<file path="config.mk">
export PLATFORM = sky130hd
export DESIGN_NAME = fc_neuron_sched
export DESIGN_NICKNAME = d
export VERILOG_FILES = /design/src/rtl/fc_pkg.sv /design/src/rtl/fc_vec_buf.sv /design/src/rtl/fc_neuron_sched.sv
export SDC_FILE = /design/constraint.sdc
export NUM_CORES = 1
export LEC_CHECK = 0
export BUFFER_PORTS_ARGS = -buffer_cell sky130_fd_sc_hd__buf_2
export CAP_MARGIN = 15
export CORE_MARGIN = 3
export CORE_UTILIZATION = 50
export DETAILED_ROUTE_END_ITERATION = 7
export GPL_TIMING_DRIVEN = 0
export PLACE_DENSITY = 0.7
export SLEW_MARGIN = 40
export SYNTH_ARGS = -nofsm -noshare
export SYNTH_HDL_FRONTEND = slang
export SYNTH_HIERARCHICAL = 1
export SYNTH_SLANG_ARGS = --single-unit
export TNS_END_PERCENT = 10
</file>
<file path="constraint.sdc">
create_clock -name clk -period 3.2 [get_ports clk]
set_input_delay 0.16 -clock clk [delete_from_list [all_inputs] [get_ports clk]]
set_output_delay 0.16 -clock clk [all_outputs]
set_load 0.01 [all_outputs]
</file>
<file path="src/rtl/fc_pkg.sv">
// Shared types and defaults for the FC neuron scheduler.
package fc_pkg;

  localparam int FC_DATA_W  = 8;
  localparam int FC_N_IN    = 8;
  localparam int FC_N_OUT   = 4;
  localparam int FC_TIMEOUT = 16;

  typedef enum logic [2:0] {
    S_LOAD,
    S_FEED,
    S_FLUSH,
    S_WAIT,
    S_EMIT
  } state_t;

  // Counter/index width for n states; never narrower than 1 bit.
  function automatic int idx_w(input int n);
    return (n > 1) ? $clog2(n) : 1;
  endfunction

endpackage

</file>
<file path="src/rtl/fc_vec_buf.sv">
// Input vector store: one write port, one asynchronous read port.
module fc_vec_buf
  import fc_pkg::*;
#(
  parameter int DATA_W = FC_DATA_W,
  parameter int N_IN   = FC_N_IN,
  parameter int K_W    = idx_w(FC_N_IN)
) (
  input  logic              clk,
  input  logic              we,
  input  logic [K_W-1:0]    waddr,
  input  logic [DATA_W-1:0] wdata,
  input  logic [K_W-1:0]    raddr,
  output logic [DATA_W-1:0] rdata
);

  logic [N_IN-1:0][DATA_W-1:0] mem;

  for (genvar i = 0; i < N_IN; i++) begin : g_ent
    always_ff @(posedge clk)
      if (we && waddr == K_W'(i)) mem[i] <= wdata;
  end

  assign rdata = mem[raddr];

endmodule

</file>
<file path="src/rtl/fc_neuron_sched.sv">
// Time-shares one serial FC dot-product engine across N_OUT neurons:
// load a vector once, replay it per neuron, collect each result onto a stream.
module fc_neuron_sched
  import fc_pkg::*;
#(
  parameter int DATA_W  = FC_DATA_W,
  parameter int N_IN    = FC_N_IN,
  parameter int N_OUT   = FC_N_OUT,
  parameter int TIMEOUT = FC_TIMEOUT
) (
  input  logic                      clk,
  input  logic                      rst,
  input  logic                      in_valid,
  input  logic [DATA_W-1:0]         in_data,
  output logic                      in_ready,
  output logic                      eng_valid,
  output logic [DATA_W-1:0]         eng_data,
  output logic [idx_w(N_OUT)-1:0]   eng_sel,
  output logic                      eng_clr,
  input  logic                      eng_ovalid,
  input  logic [DATA_W-1:0]         eng_odata,
  output logic                      res_valid,
  output logic [DATA_W-1:0]         res_data,
  output logic [idx_w(N_OUT)-1:0]   res_idx,
  input  logic                      res_ready,
  output logic                      done,
  output logic                      err
);

  localparam int IDX_W = idx_w(N_OUT);
  localparam int K_W   = idx_w(N_IN);
  localparam int TO_W  = idx_w(TIMEOUT + 1);

  localparam logic [K_W-1:0]   K_LAST  = K_W'(N_IN - 1);
  localparam logic [IDX_W-1:0] J_LAST  = IDX_W'(N_OUT - 1);
  localparam logic [TO_W-1:0]  TO_LAST = TO_W'(TIMEOUT - 1);

  state_t            state, state_nx;
  logic [K_W-1:0]    k;
  logic [IDX_W-1:0]  j;
  logic [TO_W-1:0]   wcnt;
  logic [DATA_W-1:0] rd;
  logic              wr, k_last, j_last, timeout, hs;

  assign wr      = (state == S_LOAD) && in_valid;
  assign k_last  = (k == K_LAST);
  assign j_last  = (j == J_LAST);
  assign timeout = (state == S_WAIT) && !eng_ovalid && (wcnt == TO_LAST);
  assign hs      = (state == S_EMIT) && res_ready;

  // k doubles as write pointer in LOAD and replay pointer in FEED.
  fc_vec_buf #(.DATA_W(DATA_W), .N_IN(N_IN), .K_W(K_W)) u_buf (
    .clk   (clk),
    .we    (wr),
    .waddr (k),
    .wdata (in_data),
    .raddr (k),
    .rdata (rd)
  );

  always_comb begin
    state_nx = state;
    case (state)
      S_LOAD:  if (in_valid && k_last) state_nx = S_FEED;
      S_FEED:  if (k_last) state_nx = S_FLUSH;
      S_FLUSH: state_nx = S_WAIT;
      S_WAIT:  if (eng_ovalid) state_nx = S_EMIT;
               else if (timeout) state_nx = S_LOAD;
      S_EMIT:  if (res_ready) state_nx = j_last ? S_LOAD : S_FEED;
      default: state_nx = S_LOAD;
    endcase
  end

  always_ff @(posedge clk) begin
    if (rst) begin
      state    <= S_LOAD;
      k        <= '0;
      j        <= '0;
      wcnt     <= '0;
      res_data <= '0;
      res_idx  <= '0;
      err      <= 1'b0;
      done     <= 1'b0;
      eng_clr  <= 1'b0;
    end else begin
      state   <= state_nx;
      done    <= hs && j_last;
      eng_clr <= timeout;
      // Engine output outside WAIT is unexpected; flag it but never use its data.
      if ((eng_ovalid && state != S_WAIT) || timeout) err <= 1'b1;
      case (state)
        S_LOAD: if (in_valid) begin
          k <= k_last ? '0 : k + 1'b1;
          if (k_last) j <= '0;
        end
        S_FEED: k <= k_last ? '0 : k + 1'b1;
        S_WAIT: begin
          if (eng_ovalid) begin
            res_data <= eng_odata;
            res_idx  <= j;
            wcnt     <= '0;
          end else if (timeout) begin
            j    <= '0;
            k    <= '0;
            wcnt <= '0;
          end else begin
            wcnt <= wcnt + 1'b1;
          end
        end
        S_EMIT: if (res_ready) j <= j_last ? '0 : j + 1'b1;
        default: ;
      endcase
    end
  end

  assign in_ready  = (state == S_LOAD);
  assign eng_valid = (state == S_FEED);
  assign eng_data  = eng_valid ? rd : '0;
  assign eng_sel   = j;
  assign res_valid = (state == S_EMIT);

endmodule

</file>
==> results of run 1 <==
[flip-flops by register name, summed over array words and instances (netlist names)]
| signal | count |
|---|---|
| done | 1 |
| eng_clr | 1 |
| eng_sel | 2 |
| err | 1 |
| k | 3 |
| res_data | 8 |
| res_idx | 2 |
| state | 3 |
| u_buf/mem | 64 |
| wcnt | 5 |
[power by group through the flow]
stage / sequential (mW) / combinational [mW] / clock (mW)
6_report: 1.28 / 0.129 / 0.719
5_1_grt: 1.28 / 0.141 / 0.788
4_1_cts: 1.28 / 0.130 / 0.739
3_5_place_dp: 1.30 / 0.130 / 0
3_3_place_gp: 1.30 / 0.124 / 0
2_1_floorplan: 1.30 / 0.0842 / 0
[worst max path at each step]
stage	start	cells past startpoint	end
after detailed placement	state[2]	5	u_buf/mem[9]
after floorplan	state[2]	5	u_buf/mem[0]
after global routing	k[2]	6	eng_data[4]
after CTS	k[2]	6	eng_data[4]
after global placement	state[2]	5	u_buf/mem[32]
final	k[2]	6	eng_data[4]
[metal layers]
| metal | up-vias | GRT usage |
|---|---|---|
| li1 | 1072 | - |
| met1 | 1078 | 0.2438 |
| met2 | 81 | 0.2810 |
| met3 | 11 | 0.04549 |
| met4 | 0 | 0.07302 |
| met5 | - | 0 |
[area by class of cell]
| class | count | area (sq um) |
|---|---|---|
| Multi-Input combinational cell | 145 | 1227 |
| Timing Repair Buffer | 44 | 220.2 |
| Tap cell | 96 | 120.1 |
| Buffer | 13 | 81.33 |
| Fill cell | 563 | 2729 |
| Inverter | 3 | 11.26 |
| Clock buffer | 11 | 152.6 |
| Clock inverter | 5 | 35.03 |
| Sequential cell | 90 | 2442 |
[worst register-to-register path, stage by stage (launching register included)]
cell and delay (ps):
dfxtp_1 320, buf_2 170, nor3_1 340, and2_1 210
nand2_1 160, nor3_2 650
[logic make-up after synthesis]
| logic type | count (synthesis) |
|---|---|
| muxes | 24 |
| and+or+nand+nor | 84 |
| buffers and inverters | 16 |
| DFF | 90 |
| adders and majority gates | 4 |
| AOI/OAI and AO/OA | 33 |
[stage by stage]
| stage | instance area (sq um) | power [mW] | hold WS [ps] | cells |
|---|---|---|---|---|
| after floorplan | 3737 | 1.385 | 258.9 | 251 |
| after global placement | 4078 | 1.426 | 401.2 | 391 |
| after detailed placement | 4095 | 1.434 | 414.0 | 391 |
| after CTS | 4283 | 2.145 | 21.01 | 407 |
| after global routing | 4290 | 2.209 | 38.08 | 407 |
| final | 4290 | 2.125 | 45.11 | 407 |
[synth_stat cells, drive strengths merged, types with 4 or more instances]
master	instances
nand2b	4
dfxtp	26
edfxtp	64
mux2	8
clkbuf	5
ha	4
a21oi	15
nor2	21
nor3	4
nand2	30
buf	8
o21ai	4
mux4	16
and2	11
==> impl_metrics.toml, run 1 <==
[critical_path]
cpLargestDelayFamily = "buffers and inverters"
crit_buf_inv = 3
crit_chain = "clkbuf_1 > buf_2 > mux4_1 > mux2_2 > and2_1 > buf_2"
r2r_end = "u_buf/mem[35]"
worst_path_largest_cell_delay_ps = 420
r2r_setup_slack_ps = 970
rr_startpoint = "state[2]"
worstPathArrival_ps = 2430
crit_type = "reg -> out"
start_kind = "flop"
cp_slowest_cell = "dfxtp_1"
cp.required_ps = 3040
path_max_fanout = 10
path_common_cell = "buf_2"
crit_path_end_kind = "primary output"
ff2ff_path_depth = 5

[cts]
cts_hold_buf = 0
h-tree-depth = 3
cts_resized = 0
clockRootBuffer = "clkbuf_8"
cts_setup_buffers = 0
cts_buffer_depth = 2
numCtsBuffers = 9
cts_sinks = 90
clk_latency_ps = 350
cts_tree = "done"
cts.clk_slew.worst_paths_ps = 90

[pwr]
intPower_mw = 1.662
switching_share = 0.2180
powerDensity_nw_per_um2 = 495.2
leakagePower_nw = 1.598
pwr-share-clk = 0.338
ir_drop_v = 0.0002241
p_comb_frac = 0.061
seqPwrFrac = 0.601
power.switching_mw = 0.4631

[routing]
wl_per_cell_um = 17.78
drt_iter0_drc = 94
drcViolationCount = 0
routed-wl-met2_mm = 3.396
top_layer = "met4"
antenna_left = 0
first_pass_iters = 4
wl_met3_um = 446
totalWireLength_mm = 7.235
route.layer.met1.wl_mm = 3.294
via_count = 2242
via_per_inst = 5.509

[global_routing]
grt_max_degree = 16
antenna_found_initial = 0
grt_overflow = 0
track_usage = 0.1805
first_global_vias = 2248
grt_pass1_wl_mm = 11.51

[min_path]
min_from = "eng_odata[5]"
hold_depth = 3
hp-class = "in -> reg"
min_to = "res_data[5]"

[logic_synthesis]
yosysTopAreaCell = "edfxtp_1"
ys_seq_elements = 90
synth_cell_types = 40
synth_edf_count = 64
synth_xor_xnor_area_share = 0
synthAdderAreaFrac = 0.01339
seq_area_frac_synth = 0.6535
postSynthAreaPerCell_sq_um = 14.89
synth_top_area_share = 0.5142
synth_top_family_by_area = "multiplexers"
synth_area_leaders = "edfxtp_1, dfxtp_1, mux4_1, nand2_1, mux2_2"
syn_area_sq_um = 3737
ys_warn_count = 6
muxShareOfSynthArea = 0.1356
synth_nets = 276
ys_async_sr_fraction = 0
syn_inst = 251
synthSimpleGateAreaFrac = 0.1152
synth_flop_cell = "edfxtp_1"
synth-compound-area-share = 0.05758

[run]
maxCapViolations = 0

[layout]
final_cell_mix = "edfxtp_1, buf_2, nand2_1, dfxtp_1"
syn2layout_area_growth_pct = 14.80
insertedDiodeCount = 0
fin_util = 0.6112
fin_nets = 331
final_common_cell = "edfxtp_1"
drive_above_1_share = 0.2797

[sta]
period_share = 0.8098
slew_headroom = 0.4588
finalSetupViolations = 0
tightest_slew_ps = 807.4
fin_ws_ps = 608.5
layout_min_cycle_time_ps = 2592
fmax_mhz = 385.9
rsz0062_at_grt = "false"
finClkSkew_ps = 11.99
tns_ps = 0
slew_viol_final = 0
timing_hold_violations_final = 0

[floorplan]
die_area_sq_um = 8548
io_pins = 47
die_w_um = 92.46
die_h_um = 92.46
core-area_sq_um = 7019
start_util = 0.5324
std_cell_rows = 30

[outcome]
outcome = "complete, no violations"

[placed_design]
numPortBuffers = 44
dp_hpwl_mm = 4.821
gp_congestion = 0.7481
dpl_worst_slack_ps = 946.8
Note: power is estimated with default switching activity, not from simulation.
==> inputs of run 2 (changes only) <==
Clock period 3.2 ns to 2.4 ns, I/O delays scaled along.
==> impl_metrics.toml, run 2 (synthesis results as in run 1) <==
[global_routing]
grt_max_degree = 16
met2_usage = 0.2949
grt_busiest_layer = "met2"
grt_overflow = 0
antenna_found_initial = 0
grt_pass1_wl_mm = 11.72
met3_usage = 0.04549
first_global_vias = 2306
use_met1 = 0.2431
track_usage = 0.1844

[sta]
timing_hold_violations_final = 0
rsz0062_at_grt = "false"
tightest_slew_ps = 794.2
slew_viol_final = 0
finClkSkew_ps = 11.50
slew_headroom = 0.4676
fin_ws_ps = 58.43
tns_ps = 0
period_share = 0.9757
layout_min_cycle_time_ps = 2342
fmax_mhz = 427.1
finalSetupViolations = 0

[layout]
fillers = 553
final-instance-count-excl-fill = 415
fin_nets = 339
final_cell_mix = "edfxtp_1, buf_2, nand2_1, dfxtp_1"
reg.largest.list = "u_buf/mem: 64 flops, res_data: 8 flops, wcnt: 5 flops"
drive_above_1_share = 0.2790
insertedDiodeCount = 0
final_common_cell = "edfxtp_1"
stdcell_area_sq_um = 4378
syn2layout_area_growth_pct = 17.14
largest_reg_flops = 64
top_register = "u_buf/mem"

[cts]
clockRootBuffer = "clkbuf_8"
cts_sinks = 90
cts_tree = "done"
cts.clk_slew.worst_paths_ps = 90
numCtsBuffers = 9
h-tree-depth = 3
cts_buffer_depth = 2
clk_latency_ps = 350

[pwr]
ir_drop_v = 0.0002967
leakagePower_nw = 1.636
power_mw = 2.844
powerDensity_nw_per_um2 = 649.6

[critical_path]
crit_type = "reg -> out"
r2r_end = "u_buf/mem[35]"
crit_path_end_kind = "primary output"
rr_startpoint = "state[2]"
crit_path_end = "eng_data[4]"
r2r_setup_slack_ps = 180
startpoint = "k[0]"
ff2ff_path_depth = 5
cp.required_ps = 2280
worstPathArrival_ps = 2220
start_kind = "flop"
path_max_fanout = 10

[routing]
via_count = 2287
first_pass_iters = 4
wl_per_cell_um = 17.85
totalWireLength_mm = 7.406
antenna_left = 0
drcViolationCount = 0
via_per_inst = 5.511
drt_iter0_drc = 91

[min_path]
hp-class = "in -> reg"

[run]
maxCapViolations = 0

[floorplan]
std_cell_rows = 30
die_area_sq_um = 8548
start_util = 0.5324
die_h_um = 92.46
core-area_sq_um = 7019
io_pins = 47
die_w_um = 92.46

[placed_design]
dpl_cell_area_sq_um = 4095
numPortBuffers = 44
gp_congestion = 0.7481
dp_hpwl_mm = 4.821
dpl.cell_count = 391
dpl_worst_slack_ps = 146.8

[outcome]
outcome = "complete, no violations"
[run 2: report_power, final]
part | internal (mW) | switching, mW
Combinational | 0.0930 | 0.0906
Clock | 0.442 | 0.517
Sequential | 1.69 | 0.0125
[run 2: cell type report]
class,instances,area (sq um),area share
Buffer,13,85.08,0.01943
Clock buffer,11,152.6,0.03487
Clock inverter,5,35.03,0.008002
Inverter,3,11.26,0.002572
Multi-Input combinational cell,145,1227,0.2804
Sequential cell,90,2446,0.5587
Tap cell,96,120.1,0.02744
Timing Repair Buffer,52,300.3,0.06859
[run 2: critical path, stage by stage, from the launching register on]
cell	delay, ps
dfxtp_4	410
buf_6	170
buf_12	160
mux4_1	570
mux2_2	300
and2_1	130
buf_2	130
[run 2: worst min-delay path by stage]
| stage | start | end | depth (start not counted) |
|---|---|---|---|
| floorplan | in_data[0] | u_buf/mem[0] | 0 |
| global placement | eng_odata[1] | res_data[1] | 3 |
| detailed placement | eng_odata[1] | res_data[1] | 3 |
| CTS | in_data[7] | u_buf/mem[23] | 1 |
| global route | in_data[1] | u_buf/mem[9] | 1 |
| finish | in_data[0] | u_buf/mem[0] | 1 |
[run 2: timing repair]
item | in CTS | in global routing
gates resized for setup | 4 | 0
setup endpoints to repair | 8 | 0
setup buffers | 0 | 0
hold buffers | 8 | 0
endpoints found under the hold margin | 8 | 0
[run 2: through the flow]
step / util / hold WS (ps)
2_1_floorplan: - / 218.9
3_3_place_gp: 0.5809 / 361.2
3_5_place_dp: 0.5834 / 374.0
4_1_cts: 0.6226 / 25.32
5_1_grt: 0.6237 / 29.93
6_report: 0.6237 / 35.25
[run 2: layer usage]
layer  share of wire  vias up
met2            0.48       83
met5               0        -
li1                -     1090
met3           0.061       13
met1            0.45     1101
met4           0.017        0
